**src/rtl/mem_access_pkg.sv**
```systemverilog
// Shared types and defaults for the WISC memory/writeback-select stage.
package mem_access_pkg;

  localparam int DATA_W_DEF  = 16;
  localparam int ADDR_W_DEF  = 16;
  localparam int TIMEOUT_DEF = 64;
  localparam int IMM_W       = 8;

  typedef enum logic [2:0] {
    WB_MEM       = 3'd0,
    WB_ALU       = 3'd1,
    WB_NEXT_PC   = 3'd2,
    WB_SET_VAL   = 3'd3,
    WB_SEXT_IMM  = 3'd4,
    WB_SHIFT_IMM = 3'd5,
    WB_BITREV    = 3'd6,
    WB_INVALID   = 3'd7
  } wb_src_e;

  typedef enum logic [1:0] {
    IDLE = 2'd0,
    REQ  = 2'd1,
    RESP = 2'd2
  } state_e;

  // Watchdog counter must hold a few counts past TIMEOUT without wrapping.
  function automatic int cnt_width(input int timeout);
    return $clog2(timeout + 2);
  endfunction

endpackage

```
**src/rtl/wb_select.sv**
```systemverilog
// Combinational writeback source mux; flags the reserved select code.
module wb_select
  import mem_access_pkg::*;
#(
  parameter int DATA_W = DATA_W_DEF
) (
  input  logic [2:0]        wb_src_i,
  input  logic [DATA_W-1:0] mem_data_i,
  input  logic [DATA_W-1:0] alu_out_i,
  input  logic [DATA_W-1:0] next_pc_i,
  input  logic [DATA_W-1:0] set_val_i,
  input  logic [DATA_W-1:0] reg1_i,
  input  logic [IMM_W-1:0]  imm8_i,
  output logic [DATA_W-1:0] wb_data_o,
  output logic              invalid_o
);

  logic [DATA_W-1:0] reg1_rev;

  for (genvar gi = 0; gi < DATA_W; gi++) begin : g_rev
    assign reg1_rev[gi] = reg1_i[DATA_W-1-gi];
  end

  always_comb begin
    wb_data_o = '0;
    invalid_o = 1'b0;
    case (wb_src_e'(wb_src_i))
      WB_MEM:       wb_data_o = mem_data_i;
      WB_ALU:       wb_data_o = alu_out_i;
      WB_NEXT_PC:   wb_data_o = next_pc_i;
      WB_SET_VAL:   wb_data_o = set_val_i;
      WB_SEXT_IMM:  wb_data_o = {{(DATA_W-IMM_W){imm8_i[IMM_W-1]}}, imm8_i};
      WB_SHIFT_IMM: wb_data_o = {reg1_i[DATA_W-IMM_W-1:0], imm8_i};
      WB_BITREV:    wb_data_o = reg1_rev;
      default:      invalid_o = 1'b1;
    endcase
  end

endmodule

```
**src/rtl/mem_access_stage.sv**
```systemverilog
// WISC memory/writeback stage: multi-cycle memory handshake, registered MEM/WB output,
// response watchdog and sticky error. Define MEM_ACCESS_ALIGN_CHECK_EN to reject odd addresses.
module mem_access_stage
  import mem_access_pkg::*;
#(
  parameter int DATA_W  = DATA_W_DEF,
  parameter int ADDR_W  = ADDR_W_DEF,
  parameter int TIMEOUT = TIMEOUT_DEF
) (
  input  logic              clk,
  input  logic              rst,
  input  logic              in_valid,
  input  logic              in_mem_en,
  input  logic              in_mem_wr,
  input  logic              in_halt,
  input  logic [DATA_W-1:0] in_alu_out,
  input  logic [DATA_W-1:0] in_reg1,
  input  logic [DATA_W-1:0] in_reg2,
  input  logic [DATA_W-1:0] in_next_pc,
  input  logic [DATA_W-1:0] in_set_val,
  input  logic [DATA_W-1:0] in_instr,
  input  logic [2:0]        in_wb_src,
  input  logic              in_reg_wrt,
  output logic              stall,
  output logic              mem_req,
  output logic              mem_wr,
  output logic [ADDR_W-1:0] mem_addr,
  output logic [DATA_W-1:0] mem_wdata,
  input  logic              mem_gnt,
  input  logic              mem_rvalid,
  input  logic [DATA_W-1:0] mem_rdata,
  output logic              mem_dump,
  output logic              wb_valid,
  output logic              wb_reg_wrt,
  output logic [DATA_W-1:0] wb_data,
  output logic              err
);

  localparam int CNT_W = cnt_width(TIMEOUT);
  localparam logic [CNT_W-1:0] LIMIT = CNT_W'(TIMEOUT - 1);

  state_e state_q, state_d;

  logic [CNT_W-1:0]  cnt_q;
  logic              wr_q, halt_q, reg_wrt_q;
  logic [2:0]        wb_src_q;
  logic [DATA_W-1:0] alu_q, reg1_q, reg2_q, next_pc_q, set_val_q;
  logic [IMM_W-1:0]  imm8_q;

  logic              wb_valid_q, wb_reg_wrt_q, err_q, mem_dump_q;
  logic [DATA_W-1:0] wb_data_q;
  logic              wb_reg_wrt_d, err_d, mem_dump_d;

  logic in_idle, misaligned, mem_issue, timeout_hit;
  logic wb_fire, abort, set_err, halt_sel;

  logic [2:0]        sel_src;
  logic [DATA_W-1:0] sel_mem, sel_alu, sel_npc, sel_set, sel_reg1, sel_data;
  logic [IMM_W-1:0]  sel_imm;
  logic              sel_invalid, sel_reg_wrt;

  // Only the immediate byte of the instruction word matters here.
  logic unused_instr_hi;
  assign unused_instr_hi = ^in_instr[DATA_W-1:IMM_W];

  assign in_idle     = (state_q == IDLE);
  assign timeout_hit = (cnt_q >= LIMIT);

`ifdef MEM_ACCESS_ALIGN_CHECK_EN
  assign misaligned = in_idle & in_valid & in_mem_en & in_alu_out[0];
`else
  assign misaligned = 1'b0;
`endif

  assign mem_issue = in_idle & in_valid & in_mem_en & ~misaligned;

  always_ff @(posedge clk) begin
    if (!rst) state_q <= IDLE;
    else      state_q <= state_d;
  end

  always_comb begin
    state_d = state_q;
    case (state_q)
      IDLE: if (mem_issue) state_d = REQ;
      REQ: begin
        if (mem_gnt)          state_d = wr_q ? IDLE : RESP;
        else if (timeout_hit) state_d = IDLE;
      end
      RESP: if (mem_rvalid || timeout_hit) state_d = IDLE;
      default: state_d = IDLE;
    endcase
  end

  // A handshake event on the final watchdog cycle still counts as completion.
  always_comb begin
    stall   = 1'b0;
    mem_req = 1'b0;
    mem_wr  = 1'b0;
    wb_fire = 1'b0;
    abort   = 1'b0;
    case (state_q)
      IDLE: begin
        stall   = mem_issue;
        wb_fire = in_valid & ~mem_issue;
      end
      REQ: begin
        stall   = 1'b1;
        mem_req = 1'b1;
        mem_wr  = wr_q;
        if (mem_gnt) begin
          wb_fire = wr_q;
        end else if (timeout_hit) begin
          wb_fire = 1'b1;
          abort   = 1'b1;
        end
      end
      RESP: begin
        stall = 1'b1;
        if (mem_rvalid) begin
          wb_fire = 1'b1;
        end else if (timeout_hit) begin
          wb_fire = 1'b1;
          abort   = 1'b1;
        end
      end
      default: ;
    endcase
  end

  // Live inputs feed the mux in IDLE; the latched instruction feeds it otherwise.
  assign sel_src     = in_idle ? in_wb_src  : wb_src_q;
  assign sel_alu     = in_idle ? in_alu_out : alu_q;
  assign sel_npc     = in_idle ? in_next_pc : next_pc_q;
  assign sel_set     = in_idle ? in_set_val : set_val_q;
  assign sel_reg1    = in_idle ? in_reg1    : reg1_q;
  assign sel_imm     = in_idle ? in_instr[IMM_W-1:0] : imm8_q;
  assign sel_reg_wrt = in_idle ? in_reg_wrt : reg_wrt_q;
  assign halt_sel    = in_idle ? in_halt    : halt_q;
  assign sel_mem     = (state_q == RESP) ? mem_rdata : '0;

  wb_select #(
    .DATA_W (DATA_W)
  ) u_wb_select (
    .wb_src_i   (sel_src),
    .mem_data_i (sel_mem),
    .alu_out_i  (sel_alu),
    .next_pc_i  (sel_npc),
    .set_val_i  (sel_set),
    .reg1_i     (sel_reg1),
    .imm8_i     (sel_imm),
    .wb_data_o  (sel_data),
    .invalid_o  (sel_invalid)
  );

  assign set_err      = wb_fire & (sel_invalid | abort | misaligned);
  assign wb_reg_wrt_d = sel_reg_wrt & ~sel_invalid & ~abort & ~misaligned;
  assign err_d        = err_q | set_err;
  assign mem_dump_d   = (wb_fire & halt_sel) | (set_err & ~err_q);

  always_ff @(posedge clk) begin
    if (!rst) begin
      cnt_q        <= '0;
      wr_q         <= 1'b0;
      halt_q       <= 1'b0;
      reg_wrt_q    <= 1'b0;
      wb_src_q     <= '0;
      alu_q        <= '0;
      reg1_q       <= '0;
      reg2_q       <= '0;
      next_pc_q    <= '0;
      set_val_q    <= '0;
      imm8_q       <= '0;
      wb_valid_q   <= 1'b0;
      wb_reg_wrt_q <= 1'b0;
      wb_data_q    <= '0;
      err_q        <= 1'b0;
      mem_dump_q   <= 1'b0;
    end else begin
      if (mem_issue) begin
        wr_q      <= in_mem_wr;
        halt_q    <= in_halt;
        reg_wrt_q <= in_reg_wrt;
        wb_src_q  <= in_wb_src;
        alu_q     <= in_alu_out;
        reg1_q    <= in_reg1;
        reg2_q    <= in_reg2;
        next_pc_q <= in_next_pc;
        set_val_q <= in_set_val;
        imm8_q    <= in_instr[IMM_W-1:0];
      end
      if (mem_issue)     cnt_q <= '0;
      else if (!in_idle) cnt_q <= cnt_q + CNT_W'(1);
      wb_valid_q <= wb_fire;
      if (wb_fire) begin
        wb_data_q    <= sel_data;
        wb_reg_wrt_q <= wb_reg_wrt_d;
      end
      err_q      <= err_d;
      mem_dump_q <= mem_dump_d;
    end
  end

  if (ADDR_W <= DATA_W) begin : g_addr_trunc
    assign mem_addr = alu_q[ADDR_W-1:0];
  end else begin : g_addr_ext
    assign mem_addr = {{(ADDR_W-DATA_W){1'b0}}, alu_q};
  end

  assign mem_wdata  = reg2_q;
  assign wb_valid   = wb_valid_q;
  assign wb_reg_wrt = wb_reg_wrt_q;
  assign wb_data    = wb_data_q;
  assign err        = err_q;
  assign mem_dump   = mem_dump_q;

endmodule

```
**config.mk**
```make
export PLATFORM = sky130hd
export DESIGN_NAME = mem_access_stage
export DESIGN_NICKNAME = d
export VERILOG_FILES = /design/src/rtl/mem_access_pkg.sv /design/src/rtl/wb_select.sv /design/src/rtl/mem_access_stage.sv
export SDC_FILE = /design/constraint.sdc
export NUM_CORES = 1
export LEC_CHECK = 0
export CAP_MARGIN = 20
export CELL_PAD_IN_SITES_DETAIL_PLACEMENT = 1
export CELL_PAD_IN_SITES_GLOBAL_PLACEMENT = 1
export CORE_MARGIN = 1
export CORE_UTILIZATION = 39
export CTS_CLUSTER_SIZE = 30
export DETAILED_ROUTE_END_ITERATION = 16
export HOLD_SLACK_MARGIN = 0.05
export PLACE_DENSITY = 0.84
export SLEW_MARGIN = 20
export SYNTH_ARGS = -nofsm -noshare
export SYNTH_HDL_FRONTEND = slang
export SYNTH_SLANG_ARGS = --single-unit
```
**constraint.sdc**
```tcl
create_clock -name clk -period 4.9 [get_ports clk]
set_clock_uncertainty 0.05 [all_clocks]
set_input_delay 0.98 -clock clk [delete_from_list [all_inputs] [get_ports clk]]
set_output_delay 0.98 -clock clk [all_outputs]
set_load 0.03 [all_outputs]
```
==> impl_metrics.tcl <==
set metrics [dict create \
    grt_overflow 0 \
    synth_most_common_cell "nand2_1" \
    clk_transition_reported_paths_ns 0.05 \
    antenna_found_initial 0 \
    dpl_cell_area_um2 8230 \
    stdcell_area_um2 8860 \
    netlist_area_um2 6520 \
    syn_inst 758 \
    synth_top_area_frac 0.378 \
    ir_drop_v 0.000252 \
    ys_types 71 \
    clk_latency_ns 0.43 \
    critPathBufInv 2 \
    wirelength_um 23200 \
    drive_above_1_share 0.0704 \
    fin_crit_ns 3.65 \
    relSlewSlack 0.302 \
    die_w_um 131 \
    holdPathEnd "wb_data[8]$_SDFFE_PN0P_" \
    ys_seq_elements 123 \
    grt_setup_unrepaired "false" \
    initial_utilization 0.404 \
    io-pin-count 179 \
    pwr_density_cell_nw_per_um2 347 \
    ys.flop_type "dfxtp_1" \
    synth_top_area_cell "dfxtp_1" \
    grt_pass1_wl_um 36400 \
    cts_root_buf "clkbuf_16" \
    fin_crit_sh 0.744 \
    synth_common_cells "207 x nand2_1, 123 x dfxtp_1, 95 x a21boi_0, 45 x mux2i_1, 24 x buf_2" \
    track_usage 0.270 \
    fmax_mhz 274 \
    synth_seq_area_share 0.378 \
    synth_top_family_by_area "compound AO/OA/AOI/OAI gates" \
    cts_tree "yes" \
    synth-compound-area-share 0.255 \
    cts-resized-gates 0 \
    hold_depth 1 \
    cp_cell_sequence "clkdlybuf4s50_1 > and3_2 > nor2_1 > nor2_1 > clkdlybuf4s50_1" \
    synthXorXnorAreaFrac 0.00672 \
    grt_pass1_vias 6637 \
    synthArstFlopShare 0 \
    critPathSlowestCell "clkdlybuf4s50_1" \
    vias 6313 \
    synthAdderAreaFrac 0.00960 \
    grt_max_degree 95 \
    hpwl_um 16300 \
    ant_nets 0 \
    drv_slew 0 \
    syn_area_per_cell_um2 8.60 \
    synthSimpleGateAreaFrac 0.198 \
    cts_sinks 123 \
    clockBufferDepth 2 \
    drtIter0Drc 378 \
    end_kind "primary output" \
    syn_to_final_growth_pct 35.9 \
    fin_nets 1025 \
    gp_congestion 0.861 \
    cp_max_fo 3 \
    status "finished clean" \
    cp.depth 5 \
    tightest_slew_ns 1.05 \
    arrival_ns 2.62 \
    hold_violations 0 \
    min_path_type "reg -> reg" \
    core_um2 16100 \
    antenna_cells 0 \
    hp-start "wb_data[8]$_SDFFE_PN0P_" \
    portBuffers 170 \
    die_height_um 131 \
    dr.pass1.iters 5 \
    p_leak_nw 3.39 \
    worstRegToRegCells 8 \
    htree_levels 4 \
    post-cts-setup-buffers 0 \
    setup_viol 0 \
    critPathLaunchType "primary input" \
    cap_violations 0 \
    cpPeakStageDelay_ns 0.70 \
    dieArea_um2 17200 \
    synth_warnings 0 \
    synth_area_leaders "dfxtp_1 38%, nand2_1 12%, a21boi_0 11%" \
    muxShareOfSynthArea 0.0979 \
    cp_top_family "buffers and inverters" \
    rows 46 \
    hold_buffers 0 \
    synth_edf_count 0 \
    tns_ns 0 \
    drc 0 \
    vias_per_cell 5.61 \
    rrSetupSlack_ns 1.70 \
    required_ns 3.87 \
    cts-buffers-inserted 17 \
    fin_util 0.550 \
    timing.rr.end "wb_data[4]$_SDFFE_PN0P_" \
    wl_per_cell_um 20.6 \
    synthesis.nets 887 \
    timing.rr.start "state_q[0]$_SDFFE_PN0P_" \
    critPathKind "in -> out" \
]
[flip-flops by register name, indices dropped and copies added (netlist names)]
register    count
state_q         2
wb_valid        1
halt_q          1
wb_data        16
wb_src_q        3
wr_q            1
mem_wdata      16
cnt_q           7
mem_dump        1
err             1
next_pc_q      16
reg1_q         16
wb_reg_wrt      1
reg_wrt_q       1
mem_addr       16
set_val_q      16
imm8_q          8
[cell families (layout without fill, tap and decap cells)]
kind of cell / count (synthesis) / after routing
adder cells (fa/ha/maj): 5 / 5
buffers and inverters: 66 / 217
flip-flops: 123 / 123
AO/OA/AOI/OAI: 214 / 214
AND/OR/NAND/NOR: 286 / 286
multiplexers: 59 / 59
XOR/XNOR: 5 / 5
[report_power, final]
group          internal (W)  switching, W  leakage (nW)  total [W]
clock              0.000913      0.000455         0.306    0.00137
combinational      0.000270      0.000341          2.08   0.000610
sequential          0.00106     0.0000396          1.00    0.00110
total               0.00224      0.000835          3.39    0.00307
[layout make-up]
class / instances / area [um^2]
inverter: 8 / 30.0
fill: 1877 / 7260
clock inverter: 8 / 165
tap: 216 / 270
sequential: 123 / 2460
clock buffer: 24 / 462
multi-input combinational: 569 / 3720
timing repair buffer: 177 / 1750
[worst max-delay path by stage]
stage | from | end | slack, ns
after CTS | in_valid | stall | 1.23
after global placement | in_valid | stall | 1.35
after global routing | in_valid | stall | 1.22
after detailed placement | in_valid | stall | 1.24
final | in_valid | stall | 1.25
after floorplan | in_mem_en | stall | 1.86
[layer usage]
layer,wire length [um],vias up,global-route usage
li1,-,2955,-
met1,10100,3113,0.330
met2,11200,209,0.465
met3,1220,36,0.0482
met5,0,-,0
met4,601,0,0.114
[per-stage QoR]
| step | setup WS, ns | instances | hold slack, ns | total power (W) |
|---|---|---|---|---|
| floorplan | 1.86 | 758 | 0.388 | 0.00146 |
| global placement | 1.35 | 1093 | 0.395 | 0.00169 |
| detailed placement | 1.24 | 1093 | 0.401 | 0.00172 |
| CTS | 1.23 | 1125 | 0.411 | 0.00309 |
| global route | 1.22 | 1125 | 0.438 | 0.00317 |
| finish | 1.25 | 1125 | 0.411 | 0.00307 |
[worst reg2reg max path, stage by stage (launching register included)]
cell	delay, ns
dfxtp_1	0.32
inv_1	0.16
ha_4	0.46
buf_4	0.85
mux2_4	0.43
a311o_1	0.40
nor2_1	0.17
o21ai_1	0.08
a22o_1	0.19
[placed cells by master, fill, tap and decap left out, types with 3 or more instances in the layout]
cell and instances:
nand2_1 207, clkdlybuf4s50_1 169, dfxtp_1 123, a21boi_0 95
mux2i_1 45, nor2_1 23, a211oi_1 23, clkbuf_16 17
a21oi_1 14, a22o_1 12, nor2b_1 12, mux2_2 10
o2bb2ai_1 8, o211ai_1 8, inv_1 7, o21ai_0 7
buf_4 7, a221oi_1 6, clkbuf_1 6, nand3_1 5
nand4b_1 5, bufinv_16 5, o32ai_1 4, a32oi_1 4
nand2b_1 4, xor2_1 4, ha_1 4, and2_1 3
a21o_1 3, nand3b_1 3, a22oi_1 3, o211a_1 3
a2111o_1 3, clkinv_2 3
Note: power is estimated with default switching activity, not from simulation.
